$ cat src/rtl/ervp_cache_access_frontend_pkg.sv
// Shared widths and record layout for the cache access front-end.
// Request record packs {addr, write, wstrb, wdata} from MSB to LSB; response record packs {write, rdata}.
package ervp_cache_frontend_pkg;

  typedef enum logic {
    FE_READ  = 1'b0,
    FE_WRITE = 1'b1
  } fe_access_e;

  function automatic int unsigned BW_WSTRB(input int unsigned bw_access);
    return bw_access / 8;
  endfunction

  function automatic int unsigned BW_CNT(input int unsigned n);
    return $clog2(n + 1);
  endfunction

  function automatic int unsigned BW_REQ(input int unsigned bw_addr, input int unsigned bw_access);
    return bw_addr + 1 + BW_WSTRB(bw_access) + bw_access;
  endfunction

  function automatic int unsigned BW_RESP(input int unsigned bw_access);
    return 1 + bw_access;
  endfunction

  // LSB offsets of each field inside the request record.
  function automatic int unsigned OFS_WSTRB(input int unsigned bw_access);
    return bw_access;
  endfunction

  function automatic int unsigned OFS_WRITE(input int unsigned bw_access);
    return bw_access + BW_WSTRB(bw_access);
  endfunction

  function automatic int unsigned OFS_ADDR(input int unsigned bw_access);
    return OFS_WRITE(bw_access) + 1;
  endfunction

endpackage

$ cat src/rtl/ervp_cache_access_frontend_fifo.sv
// Synchronous FIFO with registered storage, flush and occupancy count.
// A push into a full FIFO is accepted when a pop happens in the same cycle.
module ervp_cache_fe_fifo #(
  parameter int unsigned WIDTH = 8,
  parameter int unsigned DEPTH = 2,
  localparam int unsigned CW = $clog2(DEPTH + 1)
) (
  input  logic             clk,
  input  logic             rst,
  input  logic             flush_i,
  input  logic             push_i,
  input  logic [WIDTH-1:0] wdata_i,
  input  logic             pop_i,
  output logic [WIDTH-1:0] rdata_o,
  output logic [CW-1:0]    count_o
);

  localparam int unsigned PW = (DEPTH > 1) ? $clog2(DEPTH) : 1;

  logic [WIDTH-1:0] mem_q [DEPTH];
  logic [PW-1:0]    wptr_q, wptr_d;
  logic [PW-1:0]    rptr_q, rptr_d;
  logic [CW-1:0]    count_q, count_d;
  logic             do_push, do_pop;

  function automatic logic [PW-1:0] ptr_inc(input logic [PW-1:0] p);
    return (p == PW'(DEPTH - 1)) ? '0 : p + PW'(1);
  endfunction

  always_comb begin
    do_pop  = pop_i && (count_q != '0);
    do_push = push_i && ((count_q != CW'(DEPTH)) || do_pop);
    wptr_d  = do_push ? ptr_inc(wptr_q) : wptr_q;
    rptr_d  = do_pop ? ptr_inc(rptr_q) : rptr_q;
    count_d = count_q;
    if (do_push && !do_pop) begin
      count_d = count_q + CW'(1);
    end else if (!do_push && do_pop) begin
      count_d = count_q - CW'(1);
    end
    if (flush_i) begin
      wptr_d  = '0;
      rptr_d  = '0;
      count_d = '0;
    end
  end

  always_ff @(posedge clk or posedge rst) begin
    if (rst) begin
      for (int unsigned i = 0; i < DEPTH; i++) begin
        mem_q[i] <= '0;
      end
      wptr_q  <= '0;
      rptr_q  <= '0;
      count_q <= '0;
    end else begin
      if (do_push && !flush_i) begin
        mem_q[wptr_q] <= wdata_i;
      end
      wptr_q  <= wptr_d;
      rptr_q  <= rptr_d;
      count_q <= count_d;
    end
  end

  assign rdata_o = mem_q[rptr_q];
  assign count_o = count_q;

endmodule

$ cat src/rtl/ervp_cache_access_frontend.sv
// Core-side front-end of the cache access port: in-order request issue bounded by
// credits (outstanding + buffered responses), with flush that silently drains in-flight responses.
module ervp_cache_access_frontend
  import ervp_cache_frontend_pkg::*;
#(
  parameter int unsigned BW_ADDR         = 32,
  parameter int unsigned BW_ACCESS       = 32,
  parameter int unsigned REQ_DEPTH       = 2,
  parameter int unsigned MAX_OUTSTANDING = 4
) (
  input  logic                           clk,
  input  logic                           rst,
  input  logic                           clear,
  output logic                           busy,
  output logic                           error,
  output logic                           core_rqready,
  input  logic                           core_rqvalid,
  input  logic [BW_ADDR-1:0]             core_rqaddr,
  input  logic                           core_rqwrite,
  input  logic [BW_WSTRB(BW_ACCESS)-1:0] core_rqwstrb,
  input  logic [BW_ACCESS-1:0]           core_rqwdata,
  input  logic                           core_ryready,
  output logic                           core_ryvalid,
  output logic                           core_rywrite,
  output logic [BW_ACCESS-1:0]           core_ryrdata,
  input  logic                           access_cqready,
  output logic                           access_cqvalid,
  output logic [BW_ADDR-1:0]             access_cqaddr,
  output logic                           access_cqwrite,
  output logic [BW_WSTRB(BW_ACCESS)-1:0] access_cqwstrb,
  output logic [BW_ACCESS-1:0]           access_cqwdata,
  input  logic                           access_cyvalid,
  input  logic [BW_ACCESS-1:0]           access_cyrdata
);

  localparam int unsigned BW_STRB = BW_WSTRB(BW_ACCESS);
  localparam int unsigned CW      = BW_CNT(MAX_OUTSTANDING);
  localparam int unsigned RQCW    = BW_CNT(REQ_DEPTH);
  localparam int unsigned RQW     = BW_REQ(BW_ADDR, BW_ACCESS);
  localparam int unsigned RYW     = BW_RESP(BW_ACCESS);
  localparam int unsigned O_STRB  = OFS_WSTRB(BW_ACCESS);
  localparam int unsigned O_WRITE = OFS_WRITE(BW_ACCESS);
  localparam int unsigned O_ADDR  = OFS_ADDR(BW_ACCESS);

  logic [CW-1:0]        outstanding_q, outstanding_d;
  logic [CW-1:0]        discard_q, discard_d;
  logic                 error_q, error_d;

  logic [RQW-1:0]       req_wdata, req_rdata;
  logic [RQCW-1:0]      req_cnt;
  logic                 req_push, req_empty, req_full;
  logic                 infl_wdata, infl_rdata;
  logic [CW-1:0]        infl_cnt;
  logic [RYW-1:0]       resp_wdata, resp_rdata;
  logic [CW-1:0]        resp_cnt;
  logic                 resp_push, resp_pop;
  logic [BW_ACCESS-1:0] resp_data;
  logic [CW:0]          credit_used;
  logic                 credit_ok, issue, cy_accept;
  fe_access_e           resp_kind;

  assign req_empty    = (req_cnt == '0);
  assign req_full     = (req_cnt == RQCW'(REQ_DEPTH));
  assign core_rqready = !req_full && !clear;
  assign req_push     = core_rqvalid && core_rqready;
  assign req_wdata    = {core_rqaddr, core_rqwrite, core_rqwstrb, core_rqwdata};

  ervp_cache_fe_fifo #(
    .WIDTH (RQW),
    .DEPTH (REQ_DEPTH)
  ) u_reqfifo (
    .clk     (clk),
    .rst     (rst),
    .flush_i (clear),
    .push_i  (req_push),
    .wdata_i (req_wdata),
    .pop_i   (issue),
    .rdata_o (req_rdata),
    .count_o (req_cnt)
  );

  // Credits count responses still buffered, so the response FIFO can never overflow.
  assign credit_used    = {1'b0, outstanding_q} + {1'b0, resp_cnt};
  assign credit_ok      = credit_used < (CW + 1)'(MAX_OUTSTANDING);
  assign access_cqvalid = !req_empty && credit_ok && !clear;
  assign issue          = access_cqvalid && access_cqready;

  assign access_cqaddr  = req_rdata[O_ADDR +: BW_ADDR];
  assign access_cqwrite = req_rdata[O_WRITE];
  assign access_cqwstrb = req_rdata[O_STRB +: BW_STRB];
  assign access_cqwdata = req_rdata[BW_ACCESS-1:0];

  assign infl_wdata = access_cqwrite;
  assign cy_accept  = access_cyvalid && (outstanding_q != '0);

  // Never flushed: responses to requests issued before a clear still arrive and must be matched.
  ervp_cache_fe_fifo #(
    .WIDTH (1),
    .DEPTH (MAX_OUTSTANDING)
  ) u_inflight (
    .clk     (clk),
    .rst     (rst),
    .flush_i (1'b0),
    .push_i  (issue),
    .wdata_i (infl_wdata),
    .pop_i   (cy_accept),
    .rdata_o (infl_rdata),
    .count_o (infl_cnt)
  );

  assign resp_kind  = fe_access_e'(infl_rdata);
  assign resp_data  = (resp_kind == FE_WRITE) ? '0 : access_cyrdata;
  assign resp_wdata = {infl_rdata, resp_data};
  assign resp_push  = cy_accept && (discard_q == '0) && !clear;
  assign resp_pop   = core_ryvalid && core_ryready;

  ervp_cache_fe_fifo #(
    .WIDTH (RYW),
    .DEPTH (MAX_OUTSTANDING)
  ) u_respfifo (
    .clk     (clk),
    .rst     (rst),
    .flush_i (clear),
    .push_i  (resp_push),
    .wdata_i (resp_wdata),
    .pop_i   (resp_pop),
    .rdata_o (resp_rdata),
    .count_o (resp_cnt)
  );

  assign core_ryvalid = (resp_cnt != '0);
  assign core_rywrite = resp_rdata[BW_ACCESS];
  assign core_ryrdata = resp_rdata[BW_ACCESS-1:0];

  always_comb begin
    outstanding_d = outstanding_q;
    if (issue && !cy_accept) begin
      outstanding_d = outstanding_q + CW'(1);
    end else if (!issue && cy_accept) begin
      outstanding_d = outstanding_q - CW'(1);
    end
    discard_d = discard_q;
    // A response arriving in the clear cycle is consumed there, so it is not counted for discard.
    if (clear) begin
      discard_d = cy_accept ? outstanding_q - CW'(1) : outstanding_q;
    end else if (cy_accept && (discard_q != '0)) begin
      discard_d = discard_q - CW'(1);
    end
    error_d = error_q || (access_cyvalid && (outstanding_q == '0));
  end

  always_ff @(posedge clk or posedge rst) begin
    if (rst) begin
      outstanding_q <= '0;
      discard_q     <= '0;
      error_q       <= 1'b0;
    end else begin
      outstanding_q <= outstanding_d;
      discard_q     <= discard_d;
      error_q       <= error_d;
    end
  end

  assign error = error_q;
  assign busy  = (req_cnt != '0) || (infl_cnt != '0) || (resp_cnt != '0)
              || (outstanding_q != '0) || (discard_q != '0);

endmodule

$ cat config.mk
export PLATFORM = sky130hd
export DESIGN_NAME = ervp_cache_access_frontend
export DESIGN_NICKNAME = d
export VERILOG_FILES = /design/src/rtl/ervp_cache_access_frontend_pkg.sv /design/src/rtl/ervp_cache_access_frontend_fifo.sv /design/src/rtl/ervp_cache_access_frontend.sv
export SDC_FILE = /design/constraint.sdc
export NUM_CORES = 1
export LEC_CHECK = 0
export BUFFER_PORTS_ARGS = -buffer_cell sky130_fd_sc_hd__buf_4
export CELL_PAD_IN_SITES_DETAIL_PLACEMENT = 0
export CELL_PAD_IN_SITES_GLOBAL_PLACEMENT = 2
export CORE_MARGIN = 8
export CORE_UTILIZATION = 40
export CTS_CLUSTER_SIZE = 25
export DETAILED_ROUTE_END_ITERATION = 8
export PLACE_DENSITY_LB_ADDON = 0.1
export SETUP_SLACK_MARGIN = 0.5
export SYNTH_ARGS = -nofsm -noshare
export SYNTH_HDL_FRONTEND = slang
export SYNTH_SLANG_ARGS = --single-unit
$ cat constraint.sdc
create_clock -name clk -period 11.4 [get_ports clk]
set_clock_uncertainty 0.2 [all_clocks]
set_input_delay 1.14 -clock clk [delete_from_list [all_inputs] [get_ports clk]]
set_output_delay 1.14 -clock clk [all_outputs]
set_load 0.02 [all_outputs]
==> flow_metrics.py <==
metrics = {
    "grt": {
        "grt_usage": 0.1519,
        "grt_max_degree": 90,
        "grt_pass1_wl_um": 50360,
        "grt_antenna_before_repair": 2,
        "grt_overflow": 0,
        "grt_pass1_vias": 9052,
    },
    "logic_synthesis": {
        "synth_edf_count": 0,
        "synth_cells": 916,
        "synth_fp_nets": 1045,
        "yosys_most_used_dff": "dfrtp_1",
        "ys_async_sr_fraction": 1.000,
        "netlist_area_um2": 13750,
        "yosys_warnings": 0,
        "synth-seq-cells": 299,
        "synth.yosys.seq_area_share": 0.5443,
        "syn_area_per_cell_um2": 15.01,
        "synthDistinctLibCells": 42,
    },
    "clock_tree": {
        "cts_tree": "done",
        "holdBufCountCts": 0,
        "numCtsBuffers": 36,
        "ctsResizeCount": 0,
        "postCtsSetupBuffers": 0,
        "clockRootBuffer": "clkbuf_16",
        "insertion_delay_ns": 0.51,
        "clk_pin_slew_ns": 0.05,
        "cts.path.max_buffers": 3,
        "cts_htree_levels": 2,
        "cts.sinks": 299,
    },
    "place": {
        "port_buffers": 214,
        "dpl.hpwl_um": 19730,
        "dp.cells": 1542,
        "finalWeightedCongestion": 0.6931,
    },
    "setup_path": {
        "startpoint_type": "flop",
        "cp.arrival_ns": 2.57,
        "rrSetupSlack_ns": 7.92,
        "path_max_fanout": 19,
        "end_kind": "primary output",
        "required_ns": 10.06,
        "path_class": "reg2out",
    },
    "sta": {
        "tightest_slew_ns": 1.046,
        "max_slew_margin": 0.3028,
        "min_period_ns": 3.909,
        "tns_ns": 0,
        "slew_viol_final": 0,
        "fin_crit_sh": 0.3429,
        "finalHoldViolCount": 0,
        "rsz0062_at_grt": "false",
        "setup_viol": 0,
        "timing.fmax_ghz": 0.2558,
    },
    "cells_and_area": {
        "num_antenna_cells": 0,
        "seqCellArea_um2": 7485,
        "final_cell_mix": "mux2_2 (349), dfrtp_1 (297), buf_4 (223), clkbuf_16 (37), nor2b_1 (35)",
        "syn2layout_area_growth_pct": 23.28,
        "drive_gt1_frac": 0.5861,
        "instances_no_fill": 1605,
        "nFillCells": 3036,
        "layout_commonest_cell": "mux2_2",
        "layout.nets": 1254,
        "multiInputGateArea_um2": 5936,
    },
    "die": {
        "start_util": 0.4019,
        "placementRows": 68,
        "ios": 215,
        "core_area_um2": 34200,
        "design.die.area_um2": 40560,
        "die_h_um": 201.4,
        "die_w_um": 201.4,
    },
    "drt": {
        "wirelength_um": 30680,
        "ant_nets": 0,
        "first_iter_violations": 239,
        "via_count": 8130,
        "drt-vias-per-instance": 5.065,
        "drc": 0,
        "drt_first_pass_iters": 4,
        "drt-wirelength-per-cell_um": 19.12,
    },
    "power_and_ir_drop": {
        "ir_drop_uv": 144.3,
        "power_density_nw_per_um2": 248.7,
        "p_leak_nw": 7.827,
    },
    "min_path": {
        "hp-class": "reg2reg",
    },
    "flow_run": {
        "maxCapViolations": 0,
    },
    "outcome": {
        "outcome": "finished, final reports clean",
    },
}
==> report_power, final <==
part	switching [W]	internal (W)	leakage [nW]
Clock	0.000431	0.000728	0.600
Combinational	0.000726	0.000766	3.44
Sequential	0.000183	0.00138	3.79
==> sequential cells by signal, indices dropped and copies added, names as in the netlist <==
| register | flops |
|---|---|
| u_inflight.mem_q | 4 |
| u_respfifo.mem_q | 132 |
| u_reqfifo.rptr_q | 1 |
| outstanding_q | 3 |
| u_respfifo.count_o | 3 |
| u_reqfifo.wptr_q | 1 |
| u_reqfifo.count_o | 2 |
| discard_q | 3 |
| u_respfifo.wptr_q | 2 |
| u_respfifo.rptr_q | 2 |
| u_reqfifo.mem_q | 138 |
| u_inflight.wptr_q | 2 |
| error | 1 |
| u_inflight.rptr_q | 2 |
| u_inflight.count_o | 3 |
==> synthesized netlist by cell type (4+ instances only) <==
master	instances	area, um2
mux2_2	349	3930
nor3_1	5	25.02
buf_6	12	135.1
clkbuf_1	29	108.9
nand2_1	7	26.28
xnor2_1	6	52.55
o21ai_0	7	35.03
mux4_2	34	765.7
nand2_2	4	25.02
ha_1	19	237.7
buf_1	10	37.54
dfrtp_1	299	7482
nor2_1	15	56.30
xor2_1	5	43.79
nand2b_1	4	25.02
inv_1	16	60.06
nand3_1	10	50.05
nor2b_1	35	219.0
a21oi_1	5	25.02
mux2i_1	10	100.1
==> area by class of cell <==
class	count	share of cell area
clock buffer	55	0.06453
clock inverter	8	0.007235
inverter	16	0.003987
multi-input combinational	549	0.3502
sequential	299	0.4416
tap	455	0.03359
timing repair buffer	223	0.09878
==> metal layers <==
metal / global-route usage / vias to the layer above / part of all wire
met5: 0 / - / 0.00098
met4: 0.04487 / 4 / 0.021
met3: 0.06369 / 50 / 0.088
met2: 0.2390 / 173 / 0.46
met1: 0.1890 / 4154 / 0.43
li1: - / 3749 / -
==> through the flow <==
| step | total power (W) | hold WS (ns) | utilization | setup slack (ns) | cell area, um2 |
|---|---|---|---|---|---|
| 6_report | 0.004215 | 0.2633 | 0.4955 | 7.491 | 16950 |
| 5_1_grt | 0.004480 | 0.2857 | 0.4955 | 7.329 | 16950 |
| 3_3_place_gp | 0.003089 | 0.2583 | 0.4599 | 7.437 | 15730 |
| 3_5_place_dp | 0.003107 | 0.2622 | 0.4599 | 7.385 | 15730 |
| 4_1_cts | 0.004292 | 0.2744 | 0.4955 | 7.394 | 16950 |
| 2_1_floorplan | 0.002567 | 0.2737 | - | 1.799 | 13750 |
==> worst max-delay path: stages (launching register included) <==
cell	delay [ns]
dfrtp_2	0.76
buf_4	0.50
mux4_2	0.61
buf_4	0.18
==> kinds of logic after synthesis <==
kind of cell | after synthesis | share of synthesized area
mux | 393 | 0.3489
flops | 299 | 0.5443
simple gates | 99 | 0.04269
buf+inv | 68 | 0.02521
compound gates | 25 | 0.01174
fa+ha+maj | 21 | 0.02021
xor+xnor | 11 | 0.007008
==> worst paths after layout <==
kind | start | end | cells after the start
max in group asynchronous | rst | u_reqfifo.rptr_q | 3
min in group asynchronous | rst | u_reqfifo.mem_q[25] | 2
max | u_respfifo.rptr_q[0] | core_ryrdata[0] | 3
min reg2reg | error | error | 1
min | error | error | 1
max reg2reg | discard_q[0] | u_respfifo.count_o[2] | 10
Power figures use the tool's default switching activity.
